### src/rtl/lvds_pkg.sv
// lvds_pkg: shared state encoding, word width, default training pattern and clog2 helper
package lvds_pkg;
    localparam int LANE_W = 7;
    localparam logic [LANE_W-1:0] DEF_TRAIN_PATTERN = 7'b110_0011;
    typedef enum logic [2:0] {IDLE, CHECK, SLIP, WAIT, NEXT, DONE} state_t;
    function automatic int clog2(input int v);
        int r;
        r = 0;
        while ((1 << r) < v) r++;
        return r;
    endfunction
endpackage

### src/rtl/lvds_lane_mux.sv
// lvds_lane_mux: registers the gearbox word of the selected lane
module lvds_lane_mux
    import lvds_pkg::*;
#(
    parameter int NUM_LANES = 4,
    parameter int SEL_W     = 2
) (
    input  logic                        i_clk,
    input  logic                        i_rst,
    input  logic [LANE_W*NUM_LANES-1:0] i_lane_data,
    input  logic [SEL_W-1:0]            i_sel,
    output logic [LANE_W-1:0]           o_word
);
    logic [LANE_W-1:0] w_words [NUM_LANES];
    logic [LANE_W-1:0] r_word;
    for (genvar i = 0; i < NUM_LANES; i++) begin : g_slice
        assign w_words[i] = i_lane_data[LANE_W*i +: LANE_W];
    end
    always_ff @(posedge i_clk or posedge i_rst) begin
        if (i_rst) r_word <= '0;
        else r_word <= w_words[i_sel];
    end
    assign o_word = r_word;
endmodule

### src/rtl/lvds_lane_align_ctrl.sv
// lvds_lane_align_ctrl: sequences lanes through pattern check and gearbox slips until each locks or fails
module lvds_lane_align_ctrl
    import lvds_pkg::*;
#(
    parameter int                NUM_LANES     = 4,
    parameter logic [LANE_W-1:0] TRAIN_PATTERN = DEF_TRAIN_PATTERN,
    parameter int                MATCH_COUNT   = 8,
    parameter int                SLIP_WAIT     = 6,
    parameter int                MAX_SLIPS     = 14,
    localparam int               LW = (clog2(NUM_LANES) < 1) ? 1 : clog2(NUM_LANES)
) (
    input  logic                        i_px_clk,
    input  logic                        i_px_reset,
    input  logic                        i_px_ready,
    input  logic                        i_realign,
    input  logic [LANE_W*NUM_LANES-1:0] i_lane_data,
    output logic [NUM_LANES-1:0]        o_lane_slip,
    output logic [NUM_LANES-1:0]        o_lane_aligned,
    output logic [LW-1:0]               o_cur_lane,
    output logic                        o_busy,
    output logic                        o_all_aligned,
    output logic                        o_align_error,
    output logic [LW-1:0]               o_err_lane
);
    localparam int MW = clog2(MATCH_COUNT + 1);
    localparam int SW = clog2(MAX_SLIPS + 1);

    state_t               r_state, w_state_nxt;
    logic [LW-1:0]        r_cur_lane, w_cur_lane_nxt;
    logic [LW-1:0]        r_err_lane, w_err_lane_nxt;
    logic [MW-1:0]        r_match_cnt, w_match_cnt_nxt;
    logic [SW-1:0]        r_slip_cnt, w_slip_cnt_nxt;
    logic [3:0]           r_wait_cnt, w_wait_cnt_nxt;
    logic [NUM_LANES-1:0] r_lane_aligned, w_lane_aligned_nxt;
    logic [NUM_LANES-1:0] r_lane_slip, w_lane_slip_nxt;
    logic                 r_busy, w_busy_nxt;
    logic                 r_all_aligned, w_all_aligned_nxt;
    logic                 r_align_error, w_align_error_nxt;
    logic [LANE_W-1:0]    w_word;
    logic                 w_abort, w_realign, w_match;

    // selecting on the next lane index keeps the registered word in step with r_cur_lane
    lvds_lane_mux #(.NUM_LANES(NUM_LANES), .SEL_W(LW)) u_mux (
        .i_clk       (i_px_clk),
        .i_rst       (i_px_reset),
        .i_lane_data (i_lane_data),
        .i_sel       (w_cur_lane_nxt),
        .o_word      (w_word)
    );

    assign w_abort   = !i_px_ready;
    assign w_realign = i_realign && (r_state != IDLE);
    assign w_match   = (w_word == TRAIN_PATTERN);

    always_ff @(posedge i_px_clk or posedge i_px_reset) begin
        if (i_px_reset) begin
            r_state        <= IDLE;
            r_cur_lane     <= '0;
            r_err_lane     <= '0;
            r_match_cnt    <= '0;
            r_slip_cnt     <= '0;
            r_wait_cnt     <= '0;
            r_lane_aligned <= '0;
            r_lane_slip    <= '0;
            r_busy         <= 1'b0;
            r_all_aligned  <= 1'b0;
            r_align_error  <= 1'b0;
        end else begin
            r_state        <= w_state_nxt;
            r_cur_lane     <= w_cur_lane_nxt;
            r_err_lane     <= w_err_lane_nxt;
            r_match_cnt    <= w_match_cnt_nxt;
            r_slip_cnt     <= w_slip_cnt_nxt;
            r_wait_cnt     <= w_wait_cnt_nxt;
            r_lane_aligned <= w_lane_aligned_nxt;
            r_lane_slip    <= w_lane_slip_nxt;
            r_busy         <= w_busy_nxt;
            r_all_aligned  <= w_all_aligned_nxt;
            r_align_error  <= w_align_error_nxt;
        end
    end

    always_comb begin
        w_state_nxt        = r_state;
        w_cur_lane_nxt     = r_cur_lane;
        w_err_lane_nxt     = r_err_lane;
        w_match_cnt_nxt    = r_match_cnt;
        w_slip_cnt_nxt     = r_slip_cnt;
        w_wait_cnt_nxt     = r_wait_cnt;
        w_lane_aligned_nxt = r_lane_aligned;
        w_lane_slip_nxt    = '0;
        w_busy_nxt         = r_busy;
        w_all_aligned_nxt  = r_all_aligned;
        w_align_error_nxt  = r_align_error;
        if (w_abort || w_realign) begin
            w_state_nxt        = IDLE;
            w_cur_lane_nxt     = '0;
            w_err_lane_nxt     = '0;
            w_match_cnt_nxt    = '0;
            w_slip_cnt_nxt     = '0;
            w_wait_cnt_nxt     = '0;
            w_lane_aligned_nxt = '0;
            w_busy_nxt         = 1'b0;
            w_all_aligned_nxt  = 1'b0;
            w_align_error_nxt  = 1'b0;
        end else begin
            case (r_state)
                IDLE: begin
                    w_busy_nxt     = 1'b1;
                    w_cur_lane_nxt = '0;
                    w_state_nxt    = CHECK;
                end
                CHECK: begin
                    if (w_match) begin
                        w_match_cnt_nxt = (r_match_cnt == MW'(MATCH_COUNT)) ? r_match_cnt : r_match_cnt + 1'b1;
                        if (r_match_cnt == MW'(MATCH_COUNT - 1)) begin
                            w_lane_aligned_nxt[r_cur_lane] = 1'b1;
                            w_state_nxt = NEXT;
                        end
                    end else begin
                        w_match_cnt_nxt = '0;
                        if (r_slip_cnt < SW'(MAX_SLIPS)) begin
                            w_state_nxt = SLIP;
                        end else begin
                            w_err_lane_nxt    = r_align_error ? r_err_lane : r_cur_lane;
                            w_align_error_nxt = 1'b1;
                            w_state_nxt       = NEXT;
                        end
                    end
                end
                SLIP: begin
                    // pulse is registered, so it appears in the first WAIT cycle
                    w_lane_slip_nxt[r_cur_lane] = 1'b1;
                    w_slip_cnt_nxt = (r_slip_cnt == SW'(MAX_SLIPS)) ? r_slip_cnt : r_slip_cnt + 1'b1;
                    w_wait_cnt_nxt = '0;
                    w_state_nxt    = WAIT;
                end
                WAIT: begin
                    w_wait_cnt_nxt = (r_wait_cnt == 4'(SLIP_WAIT - 1)) ? r_wait_cnt : r_wait_cnt + 1'b1;
                    w_state_nxt    = (r_wait_cnt == 4'(SLIP_WAIT - 1)) ? CHECK : WAIT;
                end
                NEXT: begin
                    w_match_cnt_nxt = '0;
                    w_slip_cnt_nxt  = '0;
                    if (r_cur_lane == LW'(NUM_LANES - 1)) begin
                        w_busy_nxt        = 1'b0;
                        w_all_aligned_nxt = &r_lane_aligned;
                        w_state_nxt       = DONE;
                    end else begin
                        w_cur_lane_nxt = r_cur_lane + 1'b1;
                        w_state_nxt    = CHECK;
                    end
                end
                DONE: begin
                    w_busy_nxt        = 1'b0;
                    w_all_aligned_nxt = &r_lane_aligned;
                end
                default: w_state_nxt = IDLE;
            endcase
        end
    end

    assign o_lane_slip    = r_lane_slip;
    assign o_lane_aligned = r_lane_aligned;
    assign o_cur_lane     = r_cur_lane;
    assign o_busy         = r_busy;
    assign o_all_aligned  = r_all_aligned;
    assign o_align_error  = r_align_error;
    assign o_err_lane     = r_err_lane;
endmodule

### config.mk
export PLATFORM = sky130hd
export DESIGN_NAME = lvds_lane_align_ctrl
export DESIGN_NICKNAME = d
export VERILOG_FILES = /design/src/rtl/lvds_pkg.sv /design/src/rtl/lvds_lane_mux.sv /design/src/rtl/lvds_lane_align_ctrl.sv
export SDC_FILE = /design/constraint.sdc
export NUM_CORES = 1
export LEC_CHECK = 0
export ABC_AREA = 0
export CORE_ASPECT_RATIO = 1.25
export CORE_MARGIN = 5
export CORE_UTILIZATION = 51
export DETAILED_ROUTE_END_ITERATION = 16
export GPL_ROUTABILITY_DRIVEN = 1
export PLACE_DENSITY = 0.8
export SLEW_MARGIN = 10
export SYNTH_ARGS = -nofsm -noshare
export SYNTH_HDL_FRONTEND = slang
export SYNTH_SLANG_ARGS = --single-unit
### constraint.sdc
create_clock -name i_px_clk -period 1.9 [get_ports i_px_clk]
set_input_delay 0.57 -clock i_px_clk [delete_from_list [all_inputs] [get_ports i_px_clk]]
set_output_delay 0.57 -clock i_px_clk [all_outputs]
set_load 0.1 [all_outputs]
==> results.cfg <==
[outcome]
status = completed

[power_and_ir_drop]
p_clk_frac = 0.359
internal-power_uw = 1395
comb_power_share = 0.210
switching_share = 0.2763
p_per_area_nw_per_um2 = 609.4
total_power_uw = 1927
cellLeakagePower_uw = 0.001277
p_switching_uw = 532.4
vdd_drop_max_mv = 0.4093
seqPwrFrac = 0.431

[global_routing]
grt-busiest-layer = met2
grt_use_met1 = 0.1994
antenna_found_initial = 0
gr-usage-met2 = 0.3498
track_usage = 0.1884
grt_max_degree = 38
grt_pass1_vias = 2090
globalRoute.totalOverflow = 0
grt_first_pass_wirelength_um = 9142
met3_usage = 0.04790

[finish]
area_growth_pct = 39.00
nets = 325
num-fill-cells = 309
register_area_um2 = 928.4
final_layout_size_suffix_gt1_frac = 0.2326
multi_input_area_um2 = 1225
diodes = 0
finish.utilization = 0.7255

[clock_tree]
cts_tree = done
clk_pin_slew_ns = 0.08
cts_root_buf = clkbuf_8
cts_max_path_buffers = 2
cts_sinks = 37
cts_resized = 0
htreeDepth = 2
cts_hold_buffers = 0
clk_latency_ns = 0.29
post-cts-setup-buffers = 0
cts_made_buffers = 5

[logic_synthesis]
synthSimpleGateAreaFrac = 0.2200
synth_area_leaders = dfrtp_1 (41%), a32oi_2 (5.0%), nor2_1 (4.0%)
synth_top_family_by_area = compound AO/OA/AOI/OAI gates
synth_cell_types = 53
yosys.area.top_type_share = 0.4070
syn_nets = 268
synth_compound_area_frac = 0.2492
synth_warnings = 0
synth_mux_area_frac = 0.01760
avgSynthCellArea_um2 = 9.890
synth-edff-count = 0
synth-main-ff-cell = dfrtp_1
ys_ff_latch = 37
synth_fa_ha_area_frac = 0.03300
synth.most_common_cell = dfrtp_1
synthXorXnorAreaFrac = 0.01540
ys_top_cells_by_count = dfrtp_1 (37), nor2_1 (24), nand3_1 (17), o21ai_0 (15)
postSynthCellCount = 230
synth_seq_area_share = 0.4070
ys_async_sr_fraction = 1.000
netlist_area_um2 = 2275
synthDominantAreaCellType = dfrtp_1

[routing]
first_pass_iters = 4
wl_per_cell_um = 14.96
remaining_drc_errors = 0
finalWirelength_um = 5176
vias = 1983
drtAntennaViolNets = 0
drt_iter0_drc = 90
vias_per_cell = 5.731

[timing]
grt_setup_unrepaired = true
finalCriticalPeriod_ns = 1.787
timing.hold.ws_ns = 0.5648
slew_headroom = 0.6711
clock_skew_ns = 0.009376
clock.fmax_mhz = 559.7
setup_viol = 0
worst_slew_pin_slew_ns = 0.4888
hold_viol = 0
drv_slew = 0
fin_crit_sh = 0.9404

[setup_path]
critPathKind = in2reg
worstPathArrival_ns = 2.00
start_kind = input pin
cp_max_fo = 5
cp-end-kind = flop
required_ns = 2.12

[floorplanning]
num_rows = 27
die_x_um = 69.74
io_pins = 47
dieArea_um2 = 5904
start_util = 0.5220
die_height_um = 84.67
fp.coreArea_um2 = 4358

[placed_design]
gp_congestion = 0.8125
dp_hpwl_um = 4112
io_buffers = 46

[hold_path]
hp-class = reg2reg

[job]
cap_violations = 0
==> cell usage in the layout (no fill, tap or decap), types with 6 or more instances in the layout <==
cell type         n
ha_1              6
nor2_1           24
inv_1            11
o21ai_0          15
dfrtp_1          35
a32oi_2           7
buf_12           18
a21oi_1           7
nand2_1          11
nand3_1          17
a32oi_1           9
o21ai_1           7
clkdlybuf4s50_1  31
buf_4            14
==> through the flow <==
stage | cell area [um^2] | cells | TNS [ns] | worst slack (ns)
5_1_grt | 3162 | 346 | -0.06886 | -0.04775
3_3_place_gp | 3039 | 338 | -1.372 | -0.2002
3_5_place_dp | 3039 | 338 | -2.072 | -0.2459
6_report | 3162 | 346 | 0 | 0.1133
4_1_cts | 3154 | 346 | 0 | 0.05778
2_1_floorplan | 2277 | 230 | 0 | 0.004093
==> state kept, by name, summed over array words and instances (netlist names), 2 cells and up <==
signal	flops
o_lane_slip	4
r_match_cnt	4
o_err_lane	2
u_mux.o_word	7
o_cur_lane	2
o_lane_aligned	4
r_state	3
r_wait_cnt	4
r_slip_cnt	4
==> critical path: stages <==
cell and delay, ns:
clkdlybuf4s50_1 0.51, o21bai_1 0.26, a2111oi_4 0.40, nand2_1 0.11
o211ai_2 0.15
==> routing by layer <==
metal | up-vias | part of all wire
li1 | 968 | -
met4 | 0 | 0.025
met2 | 68 | 0.52
met1 | 933 | 0.40
met5 | - | 0
met3 | 14 | 0.059
==> cell type report <==
type	count	share of cell area
Clock buffer	5	0.02176
Clock inverter	3	0.01464
Inverter	12	0.01425
Multi-Input combinational cell	168	0.3874
Sequential cell	37	0.2936
Tap cell	58	0.02295
Timing Repair Buffer	63	0.2454
==> power by group through the flow <==
stage | clock (uW) | combinational (uW) | sequential, uW
after floorplan | 0 | 206 | 870
after global placement | 0 | 392 | 844
after detailed placement | 0 | 399 | 846
after CTS | 699 | 402 | 830
after global routing | 740 | 440 | 833
final | 691 | 405 | 831
==> kinds of logic after synthesis <==
group / count (synthesis)
buffers and inverters: 25
muxes: 4
adders and majority gates: 6
AOI/OAI and AO/OA: 67
and+or+nand+nor: 87
DFF: 37
xor gates and xnor gates: 4
==> worst paths after layout <==
check | from | to | slack (ns) | cells past startpoint
worst max register to register | r_state[0] | r_match_cnt[2] | 0.12 | 5
max in group asynchronous | i_px_reset | o_cur_lane[0] | 1.09 | 3
worst min-delay path | o_err_lane[0] | o_err_lane[0] | 0.56 | 2
worst min register to register | o_err_lane[0] | o_err_lane[0] | 0.56 | 2
min in group asynchronous | i_px_reset | r_slip_cnt[1] | 0.62 | 3
worst max-delay path | i_realign | r_match_cnt[3] | 0.11 | 5
Power figures use the tool's default switching activity.
